`src/rtl/read_descrambler.sv`:
```
// Read-path command/data forwarder with per-lane LFSR8 descrambling.
// Local config commands set the enable and row seed for page/spare read-backs.
module read_descrambler #(
  parameter int AddressWidth = 32,
  parameter int DataWidth = 32,
  parameter int InnerIFLengthWidth = 16,
  parameter int ThisID = 3,
  parameter logic [5:0] DispatchCmd_PageWriteToRAM = 6'b000100,
  parameter logic [5:0] DispatchCmd_SpareWriteToRAM = 6'b000101
) (
  input  logic                          iClock,
  input  logic                          iReset,
  input  logic [5:0]                    iSrcOpcode,
  input  logic [4:0]                    iSrcTargetID,
  input  logic [4:0]                    iSrcSourceID,
  input  logic [AddressWidth-1:0]       iSrcAddress,
  input  logic [InnerIFLengthWidth-1:0] iSrcLength,
  input  logic                          iSrcCmdValid,
  output logic                          oSrcCmdReady,
  output logic [5:0]                    oDstOpcode,
  output logic [4:0]                    oDstTargetID,
  output logic [4:0]                    oDstSourceID,
  output logic [AddressWidth-1:0]       oDstAddress,
  output logic [InnerIFLengthWidth-1:0] oDstLength,
  output logic                          oDstCmdValid,
  input  logic                          iDstCmdReady,
  input  logic [DataWidth-1:0]          iSrcReadData,
  input  logic                          iSrcReadValid,
  input  logic                          iSrcReadLast,
  output logic                          oSrcReadReady,
  output logic [DataWidth-1:0]          oDstReadData,
  output logic                          oDstReadValid,
  output logic                          oDstReadLast,
  input  logic                          iDstReadReady,
  output logic                          oLenMismatch
);

  localparam int Lanes = DataWidth / 8;
  localparam int LaneBits = (Lanes > 1) ? $clog2(Lanes) : 1;

  typedef enum logic [2:0] {
    Idle,
    BypassCmd,
    BypassTrf,
    DecTrfCmd,
    DecTrf
  } state_t;

  state_t state, stateNext;

  logic [5:0]                    opcode;
  logic [4:0]                    targetID;
  logic [4:0]                    sourceID;
  logic [AddressWidth-1:0]       address;
  logic [InnerIFLengthWidth-1:0] length;
  logic [AddressWidth-1:0]       rowAddress;
  logic                          decEnable;
  logic [InnerIFLengthWidth-1:0] beatCnt;
  logic                          lenMismatch;
  logic [DataWidth-1:0]          keystream;

  logic isTrf;
  logic cmdFire;
  logic isLocal;
  logic isDec;
  logic beatFire;
  logic lastFire;
  logic trfEntry;

  assign isTrf = (state == BypassTrf) || (state == DecTrf);
  assign cmdFire = (state == Idle) && iSrcCmdValid;
  assign isLocal = iSrcTargetID == 5'(ThisID);
  assign isDec = decEnable && (iSrcTargetID == 5'd0) &&
                 ((iSrcOpcode == DispatchCmd_PageWriteToRAM) ||
                  (iSrcOpcode == DispatchCmd_SpareWriteToRAM));
  assign beatFire = isTrf && iSrcReadValid && iDstReadReady;
  assign lastFire = beatFire && iSrcReadLast;
  assign trfEntry = ((state == BypassCmd) || (state == DecTrfCmd)) &&
                    iDstCmdReady;

  always_ff @(posedge iClock) begin
    if (iReset) state <= Idle;
    else state <= stateNext;
  end

  always_comb begin
    stateNext = state;
    unique case (state)
      Idle: begin
        if (iSrcCmdValid && !isLocal) begin
          if (isDec) stateNext = DecTrfCmd;
          else stateNext = BypassCmd;
        end
      end
      BypassCmd: begin
        if (iDstCmdReady) begin
          if (length == '0) stateNext = Idle;
          else stateNext = BypassTrf;
        end
      end
      DecTrfCmd: begin
        if (iDstCmdReady) stateNext = DecTrf;
      end
      BypassTrf, DecTrf: begin
        if (lastFire) stateNext = Idle;
      end
      default: stateNext = Idle;
    endcase
  end

  always_ff @(posedge iClock) begin
    if (iReset) begin
      opcode      <= '0;
      targetID    <= '0;
      sourceID    <= '0;
      address     <= '0;
      length      <= '0;
      rowAddress  <= '0;
      decEnable   <= 1'b1;
      beatCnt     <= '0;
      lenMismatch <= 1'b0;
    end else begin
      if (cmdFire) begin
        opcode   <= iSrcOpcode;
        targetID <= iSrcTargetID;
        sourceID <= iSrcSourceID;
        address  <= iSrcAddress;
        length   <= iSrcLength;
        if (isLocal) begin
          if (iSrcOpcode == 6'b000001) decEnable <= 1'b0;
          else if (iSrcOpcode == 6'b000011) decEnable <= 1'b1;
          else rowAddress <= iSrcAddress;
        end
      end
      if (trfEntry) beatCnt <= '0;
      else if (beatFire) beatCnt <= beatCnt + 1'b1;
      if (lastFire && ((beatCnt + 1'b1) != length)) lenMismatch <= 1'b1;
    end
  end

  // Each lane reseeds while the command waits and steps once per accepted beat.
  for (genvar i = 0; i < Lanes; i++) begin : gLane
    logic [7:0] lfsr;
    logic [7:0] seed;
    logic       fb;

    assign seed = 8'({rowAddress, LaneBits'(i)});
    assign fb = lfsr[7] ^ lfsr[5] ^ lfsr[4] ^ lfsr[3];
    assign keystream[8*i +: 8] = lfsr;

    always_ff @(posedge iClock) begin
      if (iReset) lfsr <= 8'hFF;
      else if (state == DecTrfCmd) lfsr <= seed;
      else if ((state == DecTrf) && beatFire) lfsr <= {lfsr[6:0], fb};
    end
  end

  assign oSrcCmdReady = state == Idle;
  assign oDstCmdValid = (state == BypassCmd) || (state == DecTrfCmd);
  assign oDstOpcode   = opcode;
  assign oDstTargetID = targetID;
  assign oDstSourceID = sourceID;
  assign oDstAddress  = address;
  assign oDstLength   = length;

  assign oDstReadValid = isTrf && iSrcReadValid;
  assign oSrcReadReady = isTrf && iDstReadReady;
  assign oDstReadLast  = iSrcReadLast;
  assign oDstReadData  = (state == DecTrf) ? (iSrcReadData ^ keystream)
                                           : iSrcReadData;
  assign oLenMismatch  = lenMismatch;

endmodule
```
`config.mk`:
```
export PLATFORM = sky130hd
export DESIGN_NAME = read_descrambler
export DESIGN_NICKNAME = d
export VERILOG_FILES = /design/src/rtl/read_descrambler.sv
export SDC_FILE = /design/constraint.sdc
export NUM_CORES = 1
export LEC_CHECK = 0
export BUFFER_PORTS_ARGS = -buffer_cell sky130_fd_sc_hd__buf_2
export CORE_MARGIN = 2
export CORE_UTILIZATION = 45
export CTS_CLUSTER_DIAMETER = 150
export DETAILED_ROUTE_END_ITERATION = 8
export GPL_ROUTABILITY_DRIVEN = 0
export PLACE_DENSITY = 0.76
export SLEW_MARGIN = 20
export SYNTH_ARGS = -nofsm -noshare
export SYNTH_HDL_FRONTEND = slang
export SYNTH_SLANG_ARGS = --single-unit
```
`constraint.sdc`:
```
create_clock -name iClock -period 2.2 [get_ports iClock]
set_clock_uncertainty 0.15 [all_clocks]
set_input_delay 0.11 -clock iClock [delete_from_list [all_inputs] [get_ports iClock]]
set_output_delay 0.11 -clock iClock [all_outputs]
set_load 0.01 [all_outputs]
```
==> metrics.md, run 1 <==
| Metric | Value |
|---|---|
| Largest net degree at the start of global routing | `57` |
| Crit path buffers/inverters | `0` |
| Average cell area after synthesis | `7.790 µm²` |
| Worst R2R Setup Slack | `-0.05 ns` |
| Worst Path Max Fanout | `4` |
| # DRC | `0` |
| Register area | `0.002477 mm²` |
| Worst slew margin | `60.66%` |
| Max Cap Viol | `0` |
| Top-area cell type share of the netlist area | `42.26%` |
| Synthesized Nets | `852` |
| Crit Path Category | `register to register` |
| Total GRT Usage | `27.90%` |
| Worst path required time | `2.35 ns` |
| Cell area after layout | `0.008620 mm²` |
| Core box area | `0.01262 mm²` |
| Commonest cells in the netlist | `nand2_1 (230), dfxtp_1 (123), a21oi_1 (75), xnor2_1 (60), clkbuf_1 (37)` |
| Number of synthesized flops with an enable pin | `0` |
| Synth area leaders | `dfxtp_1 (42%), nand2_1 (15%), xnor2_1 (9.0%)` |
| Routed Antenna Nets | `0` |
| Initial antenna violation count | `0` |
| DR vias/cell | `approximately 5.3` |
| Placed cells | `1119` |
| Share of layout cells above drive strength 1 | `30.24%` |
| Largest stage delay, worst path | `0.37 ns` |
| Min-delay worst type | `input port to register` |
| Number of cell rows | `just over 40` |
| Synth-to-Final Area Change | `47.93%` |
| Crit Reg-Reg Startpoint | `beatCnt[0]` |
| Final setup viols | `1` |
| Worst-margin pin slew | `0.5902 ns` |
| Slew Limit Fails | `0` |
| WP data arrival | `2.40 ns` |
| FF-to-FF path depth | `7` |
| Ys flop type | `dfxtp_1` |
| Max clock buf depth | `2` |
| Hold path cells | `5` |
| Final Critical Period | `2.245 ns` |
| Die Width | `117.8 µm` |
| Netlist Area Pre-Place | `0.005827 mm²` |
| Multi-input logic area | `0.003222 mm²` |
| Placed Area | `0.007248 mm²` |
| WL/cell | `15.89 µm` |
| # fillers | `between 1000 and 1500` |
| Sequential share of the synthesized area | `42.26%` |
| RSZ-0062 raised after global routing | `true` |
| Nets | `1146` |
| Die footprint | `approximately 0.014 mm²` |
| Yosys reg bits | `123` |
| First-pass GRT wire length | `between 30 and 40 mm` |
| Pwr dens | `898.3 mW/mm²` |
| Final period util | `102.1%` |
| Total Wirelength | `19.50 mm` |
| Dpl hpwl | `11.87 mm` |
| Htree depth | `4` |
| Status | `finished with violations` |
| Gate Count Post-Synth | `748` |
| Leakage | `0.003824 µW` |
| Power, Total | `about 7700 µW` |
| Crit-path cells | `ha_1 > nand4_1 > nor4_2 > xnor2_1 > a311oi_2 > o2111ai_1 > o31a_1` |
| TritonCTS Buffers | `17` |
| Clk slew on worst S/H paths | `0.06 ns` |
| # diodes | `0` |
| Yosys warning count | `0` |
| Worst vdd ir | `794.8 µV` |
| Yosys cell types | `56` |
| Worst-case hold path end point | `decEnable` |
| Total gr overflow | `0` |
| Worst path top cell family by delay | `compound AO/OA/AOI/OAI gates` |
| Final hold violation count | `0` |
| Die height | `117.8 µm` |
| Critical path depth | `7` |
| Final setup margin | `-0.04510 ns` |
| Setup crit start kind | `register` |
| Cell taking the most area after synthesis | `dfxtp_1` |
| Slowest cell on crit path | `dfxtp_4` |
| Failing checks | `setup timing` |
| Drt first pass iters | `5` |
| Hold_sp | `iSrcCmdValid` |
| TritonCTS Sinks | `~120` |
| Clk Latency, worst-skew pair | `0.41 ns` |
| RR Endpoint | `oLenMismatch` |
| Boundary Pins | `205` |
| Post-synth ARST share | `0%` |
| TritonCTS clock tree | `built` |
| Max Fclk | `0.4454 GHz` |
| Iter 0 DRT Violations | `494` |
| Vias post-DR | `6564` |
| Port Buffer Count | `204` |
| Non-filler cells, final | `1227` |
| Count leader, synth | `nand2_1` |
| Crit end category | `register` |
| Starting Density | `roughly 46%` |
| Vias in the first global route | `6455` |
| Clock root buffer | `clkbuf_16` |
## what timing repair did
action / in CTS / in global routing
cloned: 1 / 2
setup endpoints to repair: 11 / 40
pin swaps: 4 / 3
hold buffers: 68 / 0
resized for setup: 10 / 17
hold endpoints to repair: 78 / 0
buffers inserted: 3 / 2
## state kept, by name, summed over array words and instances, names as in the netlist
register,cells
gLane.lfsr,32
rowAddress,6
oDstOpcode,6
oLenMismatch,1
state,3
oDstLength,16
oDstTargetID,5
beatCnt,16
oDstSourceID,5
decEnable,1
oDstAddress,32
## logic make-up after synthesis
logic type | Yosys count | synth area share, %
compound gates | 137 | 14.15
xor+xnor | 71 | 10.67
fa+ha+maj | 2 | 0.3865
buf+inv | 53 | 4.101
flops | 123 | 42.26
mux | 10 | 1.761
simple gates | 352 | 26.67
## how the worst max path moves through the flow
stage,start,slack (ns),end
after floorplan,beatCnt[8],0.01,oLenMismatch
after global placement,beatCnt[0],-0.13,oLenMismatch
after detailed placement,beatCnt[0],-0.14,oLenMismatch
after CTS,beatCnt[0],-0.006,oLenMismatch
after global routing,beatCnt[0],-0.13,oLenMismatch
final,beatCnt[0],-0.05,oLenMismatch
## final cells by class
| type | instances | share of cell area, % |
|---|---|---|
| inverters | 2 | 0.08710 |
| repair buffers | 326 | 25.30 |
| clock inverters | 8 | 0.5226 |
| multi-input cells | 572 | 37.38 |
| flip-flops and latches | 123 | 28.74 |
| clock buffers | 24 | 5.472 |
| well taps | 172 | 2.497 |
## layer usage
metal | global-route usage (%) | part of all wire (%) | up-vias
met5 | 0 | 0 | -
met4 | 12.95 | 3.6 | 0
met3 | 7.122 | 9.0 | 68
met2 | 47.75 | 48 | 360
met1 | 32.66 | 39 | 3033
li1 | - | - | 3103
## cells in the final DEF (no fill, tap or decap), types with 17 or more instances in the layout
| master | count |
|---|---|
| xnor2_1 | 57 |
| buf_4 | 45 |
| buf_2 | 204 |
| dfxtp_1 | 115 |
| a21oi_1 | 75 |
| dlygate4sd3_1 | 68 |
| nor2_1 | 36 |
| a31oi_1 | 20 |
| nand2_1 | 228 |
| clkbuf_16 | 17 |
| or2_1 | 19 |
## metrics by stage
step | setup TNS (ns) | hold WS (ns) | worst slack, ns | utilization, %
finish | -0.04510 | 0.01822 | -0.04510 | 68.30
global route | -0.1520 | 0.02780 | -0.1332 | 68.30
CTS | -0.005609 | 0.006365 | -0.005609 | 67.40
detailed placement | -0.1363 | 0.2056 | -0.1363 | 57.44
global placement | -0.1310 | 0.1999 | -0.1310 | 57.44
floorplan | 0 | 0.09260 | 0.01197 | -
## worst register-to-register path: stages, from the launching register on
cell	delay [ns]
dfxtp_4	0.37
ha_1	0.23
nand4_1	0.20
nor4_2	0.36
xnor2_1	0.12
a311oi_2	0.27
o2111ai_1	0.14
o31a_1	0.30
## where the power goes
| part | total (µW) | switching [µW] | internal, µW |
|---|---|---|---|
| Combinational | 2450 | 1390 | 1070 |
| Sequential | 2820 | 267 | 2550 |
| Clock | 2470 | 983 | 1480 |
Power figures use the tool's default switching activity.
==> run 2, diff against run 1 <==
- ABC_AREA: not set -> 1
==> run 2 against run 1 <==
Compared with the run above:
- the run now ends clean
- worst hold slack improved by 0.056 ns
- clock power increased by 19%
- design area decreased by 4.1%
- register-to-register slack improved by 0.24 ns
==> metrics.md, run 2 <==
| Metric | Value |
|---|---|
| Status | `finished clean` |
| Largest net degree at the start of global routing | `slightly above 60` |
| Min-delay worst type | `input port to register` |
| Share of layout cells above drive strength 1 | `between 20% and 30%` |
| Nets | `1187` |
| Final Util | `about two thirds` |
| Synthesized Nets | `917` |
| RR Endpoint | `oLenMismatch` |
| Vias post-DR | `6386` |
| Setup bufs post-CTS | `0` |
| Slew Limit Fails | `0` |
| Synth area leaders | `dfxtp_1 (43%), nand2_1 (16%), a21oi_1 (8.0%)` |
| FF-to-FF path depth | `13` |
| Sequential share of the synthesized area | `42.99%` |
| Cell area after layout | `roughly 0.0083 mm²` |
| Yosys reg bits | `123` |
| Worst path top cell family by delay | `buffers and inverters` |
| Worst R2R Setup Slack | `0.19 ns` |
| Max Fclk | `0.4919 GHz` |
| Clk slew on worst S/H paths | `0.05 ns` |
| TritonCTS clock tree | `built` |
| Hold_sp | `iSrcCmdValid` |
| Commonest cells in the netlist | `nand2_1 (243), dfxtp_1 (123), a21oi_1 (92), inv_1 (72), nand3_1 (51)` |
| Setup TNS | `0 ns` |
| Worst Path Max Fanout | `34` |
| Setup crit start kind | `register` |
| Total GRT Usage | `roughly a quarter` |
| Crit path buffers/inverters | `3` |
| Crit Reg-Reg Startpoint | `beatCnt[2]` |
| Post-synth ARST share | `0%` |
| TritonCTS Buffers | `17` |
| Register area | `between 0.002 and 0.0025 mm²` |
| RSZ-0062 raised after global routing | `false` |
| Port Buffer Count | `between 200 and 250` |
| Power, Total | `7515 µW` |
| Crit path top cell by count | `nand2_1` |
| Drt first pass iters | `5` |
| Final period util | `92.40%` |
| Final setup viols | `0` |
| Number of cell rows | `a little over 40` |
| Dpl hpwl | `around 12 mm` |
| Leakage | `between 0.003 and 0.004 µW` |
| Critical path depth | `7` |
| WL/cell | `roughly 14 µm` |
| Multi-input logic area | `0.002849 mm²` |
| Pwr dens | `909.2 mW/mm²` |
| Total gr overflow | `0` |
| Crit-path cells | `inv_1 > nand2_1 > nor2_4 > buf_6 > nand2_1 > xnor2_1 > buf_2` |
| Final Critical Period | `2.033 ns` |
| # DRC | `0` |
| # fillers | `1049` |
| Iter 0 DRT Violations | `361` |
| Worst path required time | `a little under 2 ns` |
| Count leader, synth | `nand2_1` |
| Hold path cells | `5` |
| Max clock buf depth | `2` |
| Initial antenna violation count | `1` |
| Clk Latency, worst-skew pair | `0.41 ns` |
| Routed Antenna Nets | `0` |
| Crit end category | `primary output` |
| Die Width | `around 120 µm` |
| Die footprint | `0.01365 mm²` |
| Ys flop type | `dfxtp_1` |
| Yosys warning count | `0` |
| Die height | `around 120 µm` |
| Cell taking the most area after synthesis | `dfxtp_1` |
| Synth-to-Final Area Change | `44.30%` |
| Core box area | `about 0.013 mm²` |
| DR vias/cell | `5.032` |
| Top-area cell type share of the netlist area | `42.99%` |
| Total Wirelength | `17.59 mm` |
| Worst-case hold path end point | `decEnable` |
| Worst-margin pin slew | `0.5949 ns` |
| Most frequent cells in the layout | `nand2_1 (242), buf_2 (204), dfxtp_1 (121), a21oi_1 (92), inv_1 (72)` |
| Netlist Area Pre-Place | `0.005728 mm²` |
| TritonCTS Sinks | `about 120` |
| First-pass GRT wire length | `27.39 mm` |
| Largest stage delay, worst path | `0.30 ns` |
| Crit Path Category | `register to primary output` |
| Average cell area after synthesis | `7.046 µm²` |
| Final hold violation count | `0` |
| Htree depth | `4` |
| Max Cap Viol | `0` |
| Boundary Pins | `205` |
| Gate Count Post-Synth | `813` |
| Worst vdd ir | `651.7 µV` |
| Vias in the first global route | `between 5000 and 6000` |
| Commonest non-fill, non-tap cell in the layout | `nand2_1` |
| Clock root buffer | `clkbuf_16` |
| Number of synthesized flops with an enable pin | `0` |
| Worst slew margin | `60.34%` |
| Starting Density | `between 40% and 50%` |
| Yosys cell types | `33` |
| Placed Area | `0.006960 mm²` |
| WP data arrival | `1.77 ns` |
| Slowest cell on crit path | `dfxtp_1` |
[run 2: stage by stage]
stage                     setup slack [ns]  hold slack, ns  std cells
after floorplan                     0.2462         0.09490        813
after global placement              0.2383          0.2054       1169
after detailed placement            0.2054          0.2086       1169
after CTS                          0.09051         0.06784       1268
after global routing               0.02793          0.1281       1269
final                               0.1671         0.07389       1269
[run 2: worst max path at each step]
stage / startpoint / to / slack (ns)
2_1_floorplan: state[1] / rowAddress[5] / 0.25
3_3_place_gp: beatCnt[0] / oLenMismatch / 0.24
3_5_place_dp: beatCnt[0] / oLenMismatch / 0.21
4_1_cts: state[1] / oDstReadData[20] / 0.09
5_1_grt: beatCnt[2] / oLenMismatch / 0.03
6_report: state[1] / oDstReadData[22] / 0.17
[run 2: final cells by class]
cell class                 count  area share [%]
timing repair buffer         288           22.21
sequential                   123           29.82
inverter                      74           3.361
multi-input combinational    579           34.47
antenna                        1         0.03028
clock inverter                13           2.150
clock buffer                  19           5.359
tap                          172           2.604
[run 2: layer usage]
layer / share of wire (%) / wire, µm / global-route usage (%) / vias up
met3: 7.4 / 1298 / 6.128 / 41
met2: 49 / 8626 / 44.12 / 246
met5: 0 / 0 / 0 / -
met4: 3.2 / 568 / 12.16 / 0
li1: - / - / - / 3202
met1: 40 / 7092 / 29.83 / 2897
[run 2: what timing repair did]
action                     CTS  global route
gates resized for setup      0             5
hold endpoints to repair    75             0
hold buffers                67             0
setup endpoints to repair    0            17
[run 2: cells by family (layout without fill, tap and decap cells)]
kind of cell / count (synthesis) / in the layout / synth area share [%]
other: 0 / 1 / 0
DFF: 123 / 123 / 42.99
and+or+nand+nor: 367 / 367 / 26.45
buffers and inverters: 111 / 394 / 7.405
adders and majority gates: 1 / 1 / 0.2184
xor gates and xnor gates: 46 / 46 / 7.034
AOI/OAI and AO/OA: 165 / 165 / 15.90
[run 2: tightest hold or removal path: cells and delay by family]
kind                   cells  cell delay (ns)
buffers and inverters      1             0.11
AND/OR/NAND/NOR            2             0.16
AO/OA/AOI/OAI              2             0.22
[run 2: power breakdown]
part	internal, µW	switching (µW)	leakage (µW)
Combinational	746	1100	0.00260
Clock	1850	1080	0.000298
Sequential	2520	221	0.00101
Total	5110	2410	0.00390
